<file path="config.mk">
export PLATFORM = sky130hd
export DESIGN_NAME = id_ex_stage
export DESIGN_NICKNAME = d
export VERILOG_FILES = /design/src/rtl/id_ex_stage.sv
export SDC_FILE = /design/constraint.sdc
export NUM_CORES = 1
export LEC_CHECK = 0
export CAP_MARGIN = 20
export CORE_AREA = 5 5 289 291
export DETAILED_ROUTE_END_ITERATION = 8
export DIE_AREA = 0 0 294 296
export GPL_ROUTABILITY_DRIVEN = 0
export GPL_TIMING_DRIVEN = 1
export HOLD_SLACK_MARGIN = 0.06
export SLEW_MARGIN = 30
export SYNTH_ARGS = -nofsm -noshare
export SYNTH_HDL_FRONTEND = slang
export SYNTH_SLANG_ARGS = --single-unit
</file>
<file path="constraint.sdc">
create_clock -name clk_i -period 3.2 [get_ports clk_i]
set_input_delay 0.64 -clock clk_i [delete_from_list [all_inputs] [get_ports clk_i]]
set_output_delay 0.64 -clock clk_i [all_outputs]
set_load 0.02 [all_outputs]
</file>
<file path="src/rtl/id_ex_stage.sv">
// rtl/id_ex_stage.sv - ID/EX pipeline register with WB bypass, hazard detection and ID branch compare
// Bubbles zero the control and data fields so a flushed or stalled slot can never write state.
module id_ex_stage #(
  parameter int DATA_W = 64,
  parameter int ADDR_W = 64
) (
  input  logic              clk_i,
  input  logic              nrst_i,
  input  logic              id_valid_i,
  input  logic [ADDR_W-1:0] pc_addr_i,
  input  logic [4:0]        RSaddr_i,
  input  logic [4:0]        RTaddr_i,
  input  logic [4:0]        RDaddr_i,
  input  logic              use_rs_i,
  input  logic              use_rt_i,
  input  logic [DATA_W-1:0] RSdata_i,
  input  logic [DATA_W-1:0] RTdata_i,
  input  logic [DATA_W-1:0] imm_i,
  input  logic              RegWrite_i,
  input  logic              MemRead_i,
  input  logic              MemWrite_i,
  input  logic              MemtoReg_i,
  input  logic              ALUSrc_i,
  input  logic              Branch_i,
  input  logic [3:0]        ALUOp_i,
  input  logic              flush_i,
  input  logic              mem_RegWrite_i,
  input  logic              mem_MemRead_i,
  input  logic [4:0]        mem_RDaddr_i,
  input  logic [DATA_W-1:0] mem_alu_i,
  input  logic              wb_RegWrite_i,
  input  logic [4:0]        wb_RDaddr_i,
  input  logic [DATA_W-1:0] wb_RDdata_i,
  output logic              stall_o,
  output logic              branch_equal_o,
  output logic              ex_valid_o,
  output logic [ADDR_W-1:0] ex_pc_o,
  output logic [DATA_W-1:0] ex_RSdata_o,
  output logic [DATA_W-1:0] ex_RTdata_o,
  output logic [DATA_W-1:0] ex_imm_o,
  output logic [4:0]        ex_RSaddr_o,
  output logic [4:0]        ex_RTaddr_o,
  output logic [4:0]        ex_RDaddr_o,
  output logic              ex_RegWrite_o,
  output logic              ex_MemRead_o,
  output logic              ex_MemWrite_o,
  output logic              ex_MemtoReg_o,
  output logic              ex_ALUSrc_o,
  output logic [3:0]        ex_ALUOp_o,
  output logic [31:0]       stall_cnt_o
);

  logic              r_ex_valid;
  logic [ADDR_W-1:0] r_ex_pc;
  logic [DATA_W-1:0] r_ex_rs_data, r_ex_rt_data, r_ex_imm;
  logic [4:0]        r_ex_rs_addr, r_ex_rt_addr, r_ex_rd_addr;
  logic              r_ex_reg_write, r_ex_mem_read, r_ex_mem_write, r_ex_mem_to_reg, r_ex_alu_src;
  logic [3:0]        r_ex_alu_op;
  logic [31:0]       r_stall_cnt;

  function automatic logic f_match(input logic [4:0] rd, input logic [4:0] addr, input logic en);
    return en && (rd != 5'd0) && (rd == addr);
  endfunction

  logic              w_rs_wb_hit, w_rt_wb_hit, w_rs_mem_hit, w_rt_mem_hit;
  logic [DATA_W-1:0] w_rs_byp, w_rt_byp, w_rs_br, w_rt_br;
  logic              w_ex_hit, w_mem_hit, w_load_use, w_br_ex, w_br_mem, w_bubble;

  // WB bypass covers the register file returning the old value on a same-cycle write.
  assign w_rs_wb_hit  = wb_RegWrite_i && f_match(wb_RDaddr_i, RSaddr_i, use_rs_i);
  assign w_rt_wb_hit  = wb_RegWrite_i && f_match(wb_RDaddr_i, RTaddr_i, use_rt_i);
  assign w_rs_byp     = w_rs_wb_hit ? wb_RDdata_i : RSdata_i;
  assign w_rt_byp     = w_rt_wb_hit ? wb_RDdata_i : RTdata_i;

  assign w_rs_mem_hit = mem_RegWrite_i && !mem_MemRead_i && f_match(mem_RDaddr_i, RSaddr_i, use_rs_i);
  assign w_rt_mem_hit = mem_RegWrite_i && !mem_MemRead_i && f_match(mem_RDaddr_i, RTaddr_i, use_rt_i);
  assign w_rs_br      = w_rs_mem_hit ? mem_alu_i : w_rs_byp;
  assign w_rt_br      = w_rt_mem_hit ? mem_alu_i : w_rt_byp;
  assign branch_equal_o = (w_rs_br == w_rt_br);

  assign w_ex_hit   = f_match(r_ex_rd_addr, RSaddr_i, use_rs_i) || f_match(r_ex_rd_addr, RTaddr_i, use_rt_i);
  assign w_mem_hit  = f_match(mem_RDaddr_i, RSaddr_i, use_rs_i) || f_match(mem_RDaddr_i, RTaddr_i, use_rt_i);
  assign w_load_use = id_valid_i && r_ex_valid && r_ex_mem_read && w_ex_hit;
  assign w_br_ex    = id_valid_i && Branch_i && r_ex_valid && r_ex_reg_write && w_ex_hit;
  assign w_br_mem   = id_valid_i && Branch_i && mem_MemRead_i && w_mem_hit;
  assign stall_o    = (w_load_use || w_br_ex || w_br_mem) && !flush_i;
  assign w_bubble   = flush_i || stall_o || !id_valid_i;

  always_ff @(posedge clk_i or negedge nrst_i) begin
    if (!nrst_i) begin
      r_ex_valid      <= 1'b0;
      r_ex_pc         <= '0;
      r_ex_rs_data    <= '0;
      r_ex_rt_data    <= '0;
      r_ex_imm        <= '0;
      r_ex_rs_addr    <= '0;
      r_ex_rt_addr    <= '0;
      r_ex_rd_addr    <= '0;
      r_ex_reg_write  <= 1'b0;
      r_ex_mem_read   <= 1'b0;
      r_ex_mem_write  <= 1'b0;
      r_ex_mem_to_reg <= 1'b0;
      r_ex_alu_src    <= 1'b0;
      r_ex_alu_op     <= '0;
      r_stall_cnt     <= '0;
    end else begin
      if (w_bubble) begin
        r_ex_valid      <= 1'b0;
        r_ex_pc         <= '0;
        r_ex_rs_data    <= '0;
        r_ex_rt_data    <= '0;
        r_ex_imm        <= '0;
        r_ex_rs_addr    <= '0;
        r_ex_rt_addr    <= '0;
        r_ex_rd_addr    <= '0;
        r_ex_reg_write  <= 1'b0;
        r_ex_mem_read   <= 1'b0;
        r_ex_mem_write  <= 1'b0;
        r_ex_mem_to_reg <= 1'b0;
        r_ex_alu_src    <= 1'b0;
        r_ex_alu_op     <= '0;
      end else begin
        r_ex_valid      <= 1'b1;
        r_ex_pc         <= pc_addr_i;
        r_ex_rs_data    <= w_rs_byp;
        r_ex_rt_data    <= w_rt_byp;
        r_ex_imm        <= imm_i;
        r_ex_rs_addr    <= RSaddr_i;
        r_ex_rt_addr    <= RTaddr_i;
        r_ex_rd_addr    <= RDaddr_i;
        r_ex_reg_write  <= RegWrite_i;
        r_ex_mem_read   <= MemRead_i;
        r_ex_mem_write  <= MemWrite_i;
        r_ex_mem_to_reg <= MemtoReg_i;
        r_ex_alu_src    <= ALUSrc_i;
        r_ex_alu_op     <= ALUOp_i;
      end
      if (stall_o && (r_stall_cnt != 32'hFFFF_FFFF)) begin
        r_stall_cnt <= r_stall_cnt + 32'd1;
      end
    end
  end

  assign ex_valid_o    = r_ex_valid;
  assign ex_pc_o       = r_ex_pc;
  assign ex_RSdata_o   = r_ex_rs_data;
  assign ex_RTdata_o   = r_ex_rt_data;
  assign ex_imm_o      = r_ex_imm;
  assign ex_RSaddr_o   = r_ex_rs_addr;
  assign ex_RTaddr_o   = r_ex_rt_addr;
  assign ex_RDaddr_o   = r_ex_rd_addr;
  assign ex_RegWrite_o = r_ex_reg_write;
  assign ex_MemRead_o  = r_ex_mem_read;
  assign ex_MemWrite_o = r_ex_mem_write;
  assign ex_MemtoReg_o = r_ex_mem_to_reg;
  assign ex_ALUSrc_o   = r_ex_alu_src;
  assign ex_ALUOp_o    = r_ex_alu_op;
  assign stall_cnt_o   = r_stall_cnt;

endmodule

</file>
After elaboration in Yosys (flattened, before gate mapping)
Cells that the tools add are included.
- word-level logic and storage cells: 82
- output and inout bits: 315
- bits of input ports: 428
- flip-flop bits (word level): 313
- multiplexer cells: 18
- reduce and logical (&&, ||, !) cells: 40
- add/subtract/negate cells: 1
- eq/ne operators: 8
- operator list (kind ; count):
    2-to-1 mux 64 bit ; 8
    equality test 64 bit ; 1
    adder 32 x 1 -> 32 bit, second input constant ; 1
    != test 32 bit, second input constant ; 1
    equality test 5 bit ; 6
    logical AND 1 bit ; 28
    2-to-1 mux 5 bit ; 3
    nonzero test 5 bit ; 3
    logical OR 1 bit ; 6
    2-to-1 mux 1 bit ; 6
    2-to-1 mux 4 bit ; 1
    zero test 1 bit ; 3

Depth between registers and ports, before layout
Gate-level depths: netlist of run 1.
- word-level depth: 11
- gate-level depth with buffers: 12
- gate-level depth less buffers: 10

Least setup slack after synthesis of run 1
Ideal clock, no wire load.
- kind: input port to output port
- start point: input port mem_RDaddr_i[1]
- end point: output port branch_equal_o
- stages: 11
- buffers on the path: 2
- required time: 2560 ps
- arrival time: 3251 ps
- path slack: -691 ps
- path through: or4_1 -> nor2_1 -> nor4_2 -> and2_1 -> buf_6 -> nor2_4 -> buf_2 -> a221oi_1 -> nor4_1 -> nand4_1 -> nor4_1
- cells in the longest elaborated chain, start to end: 6
- elaborated cells on any way between the ends: 12
- those cells by class: eq/ne (3); mux (2); reduce/logical (7)
- ends and longest elaborated chain (what ; line ; source):
    start: declaration ; 29 ; input logic [4:0] mem_RDaddr_i,
    nonzero test 5 bit ; 62 ; return en && (rd != 5'd0) && (rd == addr);
    logical AND 1 bit (2 in a row) ; 62 ;
    logical AND 1 bit (on tied branches) ; 75, 76 ;
    2-to-1 mux 64 bit (on tied branches) ; 77, 78 ;
    equality test 64 bit * ; 79 ; assign branch_equal_o = (w_rs_br == w_rt_br);
    end: declaration ; 35 ; output logic branch_equal_o,
Every way passes the cells marked *; elsewhere a longest branch is shown, timed or not.

Worst setup path in the final report of run 1
- start point: input port RTaddr_i[0]
- end point: output port branch_equal_o
- cells in the longest elaborated chain, start to end: 6
- elaborated cells on any way between the ends: 9
- those cells by class: eq/ne (3); mux (2); reduce/logical (4)
- ends and longest elaborated chain (what ; line ; source):
    start: declaration ; 12 ; input logic [4:0] RTaddr_i,
    equality test 5 bit ; 62 ;
    logical AND 1 bit ; 62 ;
    logical AND 1 bit ; 71 ; assign w_rt_wb_hit = wb_RegWrite_i && f_match(wb_RDaddr_i, RTaddr_i, use_rt_i);
    2-to-1 mux 64 bit ; 73 ; assign w_rt_byp = w_rt_wb_hit ? wb_RDdata_i : RTdata_i;
    2-to-1 mux 64 bit * ; 78 ; assign w_rt_br = w_rt_mem_hit ? mem_alu_i : w_rt_byp;
    equality test 64 bit * ; 79 ;
Marks and branches as above.

==> results.ini, run 1 <==
[outcome]
run_status = finished, violations left
violations_in_the_final_reports = negative setup slack

[layout]
final_layout_size_suffix_gt1_share_pct = 23.93
area.growth.synth_to_final_pct = 97.01
filler_instances = 7851
fin_nets = 2712

[synth]
synth-edff-count = 0
synth-seq-cells = 313
syn_nets = 1704
ys_async_sr_fraction_pct = 100.0
mappedNetlistArea_sq_um = 14530
synth_seq_area_share_pct = 53.92
synth_cell_types = 43
syn-instance-count = 1275
syn-mean-instance-area_sq_um = 11.39
ys_dominant_reg_cell = dfrtp_1
yosysWarnings = 0

[floorplan]
fp-row-count = 104
die_ar_sq_um = 87020
initial_utilization_pct = 18.09
placeableCoreArea_sq_um = 80290
fp.dieH_um = 296
top_level_ports = 743
die_w_um = 294

[detailed_routing]
via_count = 15120
routed_wirelength_mm = 85.02
drtIter0Drc = 1051
drtPass1Iterations = 7
post_drt_wl_per_cell_um = 25.12
via_cell_ratio = 4.467
final_antenna_net_count = 0
remaining_drc_errors = 0

[power]
power.ir.vdd_worst_v = 0.0003145
totalPowerFinal_mw = 11.13
clockPowerShare_pct = 41.8
comb_power_share_pct = 20.8
p_sw_mw = 2.981
seq_power_share_pct = 37.4
p_int_mw = 8.151
power_density_nw_per_um2 = 389.0
power.leakage_nw = 12.55
power.share.switching_pct = 26.78

[timing]
final.min_clock_period_ns = 4.691
pin_slew_with_the_least_headroom_to_its_limit_ns = 0.8548
hold_viol_final = 0
clock-skew-final_ns = 0.01123
period_share_pct = 146.6
setup_repair_after_global_routing_missed_its_margin = yes
final_max_slew_viol_count = 0
timing.hold.ws_ns = 0.09380
setup_violation_total_in_the_final_timing_report = 315
worst_slack_ns = -1.491
slew_headroom_pct = 43.01
fmax_ghz = 0.2132

[place]
dp_slack_ns = -2.169
place_hpwl_mm = 64.76
buffer_ports.inserted = 742

[setup_path]
worstPathRequired_ns = 2.56
cp_slowest_stage_delay_ns = 0.42
timing.critical_path.cells = dlygate4sd2_1, xor2_1, nor4_1, nand4_1, buf_6, bufbuf_16, mux2i_2, xnor2_1, a221oi_2, nor4_2, buf_4, nand4_1, nor4_4, buf_4
crit_path_max_fanout = 10
critPathArrivalTime_ns = 4.05
start_point_of_the_critical_path = RTaddr_i[0]
worst_r2r_startpoint = ex_RDaddr_o[3]
timing.setup.critical_path_class = in -> out
cp_top_family = simple AND/OR/NAND/NOR gates
crit_path_top_delay_cell = mux2i_2
critPathBufInv = 5
end_kind = output port
cp-start-kind = primary input

[global_routing]
first_global_vias = 16250
grt.overflow.total = 0
grt_pass1_wl_mm = 116.8
grt_usage_pct = 18.33
largest_net_degree_at_the_start_of_global_routing = 86
number_of_antenna_violations_at_the_first_check_in_global_routing = 15

[cts]
max-clock-path-buffers = 3
cts_tree = yes
post_cts_hold_buffer_count = 0
htree_levels = 2
clock_latency_ns = 0.55
cts_num_sinks = 313
numCtsBuffers = 39
cts_root_buffer = clkbuf_16
cts.clk_slew.worst_paths_ns = 0.06

[hold_path]
min-delay-path-class = in -> async

[run]
max-cap-violations = 0

final timing paths:
path | end | slack (ns) | cells after the start
worst max-delay path | branch_equal_o | -1.49 | 14
worst min register to register | stall_cnt_o[7] | 0.50 | 1
worst min-delay path | ex_ALUSrc_o | 0.09 | 1
max in group asynchronous | ex_pc_o[7] | 2.20 | 2
min in group clk_i | ex_RSaddr_o[1] | 0.42 | 2
worst max register to register | stall_cnt_o[20] | -0.13 | 12
registers in the layout, summed over array words and instances (netlist names), 4 cells and up:
name	flops
ex_ALUOp_o	4
ex_RDaddr_o	5
ex_RSaddr_o	5
ex_RSdata_o	64
ex_RTaddr_o	5
ex_RTdata_o	64
ex_imm_o	64
ex_pc_o	64
stall_cnt_o	32
cell usage in the layout, fill, tap and decap left out, types with 36 or more instances in the layout:
cell type        Yosys  routed
mux2i_1            128      59
mux2i_2              0      36
xnor2_1             60      48
clkbuf_16            0      39
clkdlybuf4s50_1      0     716
buf_6                2      39
o221ai_1            63      60
a221o_1             63      62
buf_12               0      38
nor2_1             140     125
xor2_1              65      63
dfrtp_1            313     310
buf_4                2     220
and2_1             155     149
per-layer routing:
| metal | part of all wire (%) | GRT usage (%) |
|---|---|---|
| met1 | 42 | 24.46 |
| met4 | 3.4 | 6.561 |
| met3 | 8.3 | 5.542 |
| met2 | 46 | 28.30 |
| met5 | 0.087 | 0 |
worst reg2reg max path, delay by kind of cell, from the launching register on:
kind | cells | cell delay (ns)
flip-flops | 1 | 0.50
AND/OR/NAND/NOR | 5 | 1.33
XOR/XNOR | 2 | 0.32
buffers and inverters | 2 | 0.26
AO/OA/AOI/OAI | 3 | 0.80
layout make-up:
cell class                      count  area, sq um  area share [%]
Timing Repair Buffer             1051        10650           37.23
Sequential cell                   313         7836           27.38
Multi-Input combinational cell    874         7408           25.89
Tap cell                         1060         1326           4.635
Clock buffer                       52         1105           3.861
Clock inverter                     17        236.5          0.8264
Antenna cell                       14        35.03          0.1224
Inverter                            4        16.27         0.05684
power groups by stage:
stage	clock network (mW)	logic [mW]	registers (mW)
after floorplan	0	0.518	4.40
after CTS	4.81	2.27	4.16
final	4.65	2.32	4.16
after global routing	4.94	2.45	4.17
after global placement	0	2.17	4.23
after detailed placement	0	2.18	4.23
synth_stat cells (4+ instances only):
cell type    n  share of area, %
nor4_1      20              0.86
o21ai_0     36               1.2
a221o_1     63               4.3
and2_1     155               6.7
xnor2_1     60               3.6
xor2_1      65               3.9
o221ai_1    63               3.8
and3_1       7              0.30
nor3_1       4              0.14
dfrtp_1    313                54
nand4_1     12              0.52
nand2_1     14              0.36
clkbuf_1    59               1.5
nor2_1     140               3.6
mux2i_1    128               8.8
nand3_1     20              0.69
buf_2       19              0.65
a221oi_1    30               1.8
a21oi_1     35               1.2
timing repair:
item                                    in CTS  in global routing
gates resized for setup                    143                146
endpoints found under the hold margin        0                  0
endpoints found under the setup margin      32                 23
pin swaps                                   32                 31
buffers inserted                            17                 25
cloned                                      10                  0
logic make-up after synthesis:
family                   count (synthesis)  synth area share, %
AO/OA/AOI/OAI                          233                12.90
XOR/XNOR                               125                7.537
flip-flops                             313                53.92
AND/OR/NAND/NOR                        386                14.06
buffers and inverters                   88                2.593
adder cells (fa/ha/maj)                  1              0.08613
multiplexers                           129                8.898
stage by stage:
stage | cells | setup TNS (ns) | cell area [sq um] | utilization [%]
6_report | 3385 | -230.56 | 28620 | 35.64
5_1_grt | 3378 | -262.77 | 28600 | 35.62
4_1_cts | 3348 | -1.874 | 27830 | 34.67
3_5_place_dp | 3253 | -145.14 | 25480 | 31.74
3_3_place_gp | 3253 | -124.04 | 25480 | 31.74
2_1_floorplan | 1275 | -0.3467 | 14720 | -
Power figures use the tool's default switching activity.
==> run 2: changes to the inputs <==
--- a/config.mk
+++ b/config.mk
@@ -5,10 +5,12 @@
 export SDC_FILE = /design/constraint.sdc
 export NUM_CORES = 1
 export LEC_CHECK = 0
+export ABC_CLOCK_PERIOD_IN_PS = 3200
 export CAP_MARGIN = 20
-export CORE_AREA = 5 5 289 291
+export CORE_AREA = 5 5 284 286
 export DETAILED_ROUTE_END_ITERATION = 8
-export DIE_AREA = 0 0 294 296
+export DIE_AREA = 0 0 289 291
+export DONT_BUFFER_PORTS = 1
 export GPL_ROUTABILITY_DRIVEN = 0
 export GPL_TIMING_DRIVEN = 1
 export HOLD_SLACK_MARGIN = 0.06
==> run 2 against run 1 <==
Against the previous run: the flow finishes with violations (negative hold slack, max-slew violations, negative setup slack); combinational power is 58% lower; count of clock-buffer cells in the layout is 2 lower; cell area is 31% lower; die area is 3.4% lower; maximum frequency is 6.9% higher; worst hold slack worse by 0.30 ns; register-to-register slack better by 0.23 ns; first-iteration DRC count is 10% lower; clock power is 2% lower; worst setup slack better by 0.30 ns.
==> results.ini, run 2 (synthesis gave the netlist of run 1 again) <==
[layout]
fin_nets = 1886  ; -30%
final_layout_size_suffix_gt1_share_pct = 27.39  ; +3.5 points
mostFrequentLayoutCell = dfrtp_1
final_cells = 2541  ; -25%
layout_common_cells = 309 x dfrtp_1, 193 x buf_4, 153 x and2_1
filler_instances = 8217  ; +4.7%
area.growth.synth_to_final_pct = 35.56

[cts]
max-clock-path-buffers = 3  ; unchanged
cts_root_buffer = clkbuf_16
htree_levels = 2  ; unchanged
clock_latency_ns = 0.56  ; about the same
cts.clk_slew.worst_paths_ns = 0.06  ; about the same
cts_num_sinks = 313  ; unchanged
cts_tree = yes
numCtsBuffers = 37  ; -5.1%

[setup_path]
timing.setup.critical_path_class = in -> out
worstPathRequired_ns = 2.56  ; about the same
timing.critical_path.cells = or4_4, nor2_4, buf_6, nor4_4, buf_12, and2_4, buf_12, buf_4, a221o_1, a221oi_1, nor4_2, nand4_1, nor4_4, buf_4
cp-start-kind = primary input
critPathBufInv = 5  ; unchanged
cp_slowest_stage_delay_ns = 0.68  ; +0.26 ns
crit_path_max_fanout = 8  ; -2
cp_top_family = simple AND/OR/NAND/NOR gates
end_kind = output port
critPathArrivalTime_ns = 3.75  ; -0.30 ns
crit_path_top_delay_cell = a221oi_1

[power]
power.ir.vdd_worst_v = 0.0003339  ; +6.2%
power.leakage_nw = 8.961  ; -29%
power_density_nw_per_um2 = 503.3  ; +29%
totalPowerFinal_mw = 9.910  ; -11%

[timing]
fmax_ghz = 0.2279  ; +6.9%
slew_headroom_pct = -44.36  ; -87 points
hold_viol_final = 68  ; +68
final_max_slew_viol_count = 204  ; +204
pin_slew_with_the_least_headroom_to_its_limit_ns = 2.165  ; +1.311 ns
period_share_pct = 137.1  ; -9.5 points
final.min_clock_period_ns = 4.387  ; -0.3038 ns
clock-skew-final_ns = 0.02263  ; +0.01140 ns
worst_slack_ns = -1.187  ; +0.3038 ns
setup_violation_total_in_the_final_timing_report = 1  ; -99.7%
timing.hold.ws_ns = -0.2015  ; -0.2953 ns
setup_repair_after_global_routing_missed_its_margin = yes

[floorplan]
die_w_um = 289  ; -1.7%
placeableCoreArea_sq_um = 78100  ; -2.7%
fp-row-count = 103  ; -0.96%
fp.dieH_um = 291  ; -1.7%
top_level_ports = 743  ; unchanged
die_ar_sq_um = 84100  ; -3.4%
initial_utilization_pct = 18.60  ; +0.51 points

[global_routing]
largest_net_degree_at_the_start_of_global_routing = 314  ; +270%
grt_usage_pct = 15.98  ; -2.4 points
number_of_antenna_violations_at_the_first_check_in_global_routing = 13  ; -2
grt.overflow.total = 0  ; unchanged
grt_pass1_wl_mm = 97.50  ; -17%
first_global_vias = 12410  ; -24%

[place]
dp_slack_ns = -1.675  ; +0.4938 ns
placed_cells = 2440  ; -25%
buffer_ports.inserted = 0  ; -100%
place_hpwl_mm = 54.32  ; -16%

[hold_path]
min-delay-path-class = in -> async

[detailed_routing]
post_drt_wl_per_cell_um = 27.94  ; +11%
via_cell_ratio = 4.679  ; +4.8%
via_count = 11890  ; -21%
drtIter0Drc = 944  ; -10%
remaining_drc_errors = 0  ; unchanged
routed_wirelength_mm = 71.00  ; -16%
final_antenna_net_count = 0  ; unchanged
drtPass1Iterations = 6  ; -1

[outcome]
run_status = finished, violations left
violations_in_the_final_reports = negative hold slack, max-slew violations, negative setup slack

[run]
max-cap-violations = 0  ; unchanged

[run 2: changes by cell type in the layout (fill, tap and decap cells not counted), moves of 10 or more]
cell	change
clkdlybuf4s50_1	-716
buf_6	-32
buf_4	-27
buf_12	-17
nor2_1	+13
dlygate4sd2_1	-11
nand3_1	+11
xnor2_1	+11
xnor2_2	-11
mux2i_2	+10
[run 2: metrics by stage]
step                utilization (%)  area [sq um]  setup TNS (ns)  hold WS [ns]
global route                  25.20         19680          -1.453       -0.2423
global placement              22.23         17360          -1.622        0.3522
CTS                           24.97         19500          -1.169       -0.2510
finish                        25.21         19690          -1.187       -0.2015
detailed placement            22.23         17360          -1.698        0.3500
floorplan                         -         14720         -0.3467        0.3444
[run 2: worst register-to-register path, delay by kind of cell (launching register included)]
family | cells | cell delay, ns
AOI/OAI and AO/OA | 3 | 0.73
xor gates and xnor gates | 2 | 0.34
buffers and inverters | 3 | 0.46
DFF | 1 | 0.45
and+or+nand+nor | 5 | 1.05
[run 2: area by class of cell]
class                   count  area (sq um)  share of cell area [%]
flip-flops and latches    313          7838                   39.80
diodes                      5         12.51                 0.06354
inverters                   4         16.27                 0.08261
clock buffers              50          1066                   5.414
multi-input cells         874          7054                   35.83
clock inverters            18         251.5                   1.277
well taps                1050          1314                   6.672
repair buffers            227          2138                   10.86
[run 2: per-layer routing]
layer | share of wire [%] | track usage (%) | vias to the layer above
li1 | - | - | 4975
met1 | 41 | 20.98 | 6076
met2 | 47 | 25.62 | 741
met3 | 10 | 4.965 | 94
met4 | 2.5 | 4.098 | 4
met5 | 0.035 | 0 | -
[run 2: what timing repair did]
action / 4_1_cts / 5_1_grt
cloned: 6 / 0
endpoints found under the setup margin: 2 / 7
setup buffers: 25 / 0
pin swaps: 24 / 9
hold endpoints to repair: 313 / 313
resized for setup: 77 / 32
[run 2: power by group]
| part | leakage, nW | switching, mW | internal [mW] |
|---|---|---|---|
| combinational | 4.11 | 0.518 | 0.450 |
| clock | 0.634 | 1.85 | 2.71 |
| sequential | 4.22 | 0.286 | 4.10 |
| total | 8.96 | 2.65 | 7.26 |
[run 2: path summary, 6_finish.rpt]
check                                start              end  slack (ns)  cells past startpoint
min in group clk_i           pc_addr_i[52]      ex_pc_o[52]        0.21                      1
max                        mem_RDaddr_i[1]   branch_equal_o       -1.19                     14
min                                 nrst_i  ex_RSdata_o[55]       -0.20                      0
max in group asynchronous           nrst_i   ex_RDaddr_o[4]        1.68                      0
min reg2reg                stall_cnt_o[19]  stall_cnt_o[19]        0.62                      2
max reg2reg                 ex_RDaddr_o[4]  stall_cnt_o[21]        0.10                     13
==> run 3: changes to the inputs <==
--- a/config.mk
+++ b/config.mk
@@ -13,7 +13,6 @@
 export DONT_BUFFER_PORTS = 1
 export GPL_ROUTABILITY_DRIVEN = 0
 export GPL_TIMING_DRIVEN = 1
-export HOLD_SLACK_MARGIN = 0.06
 export SLEW_MARGIN = 30
 export SYNTH_ARGS = -nofsm -noshare
 export SYNTH_HDL_FRONTEND = slang
==> results of run 3 <==
Same layout as run 2: the final DEF is identical, and so are final timing and power.
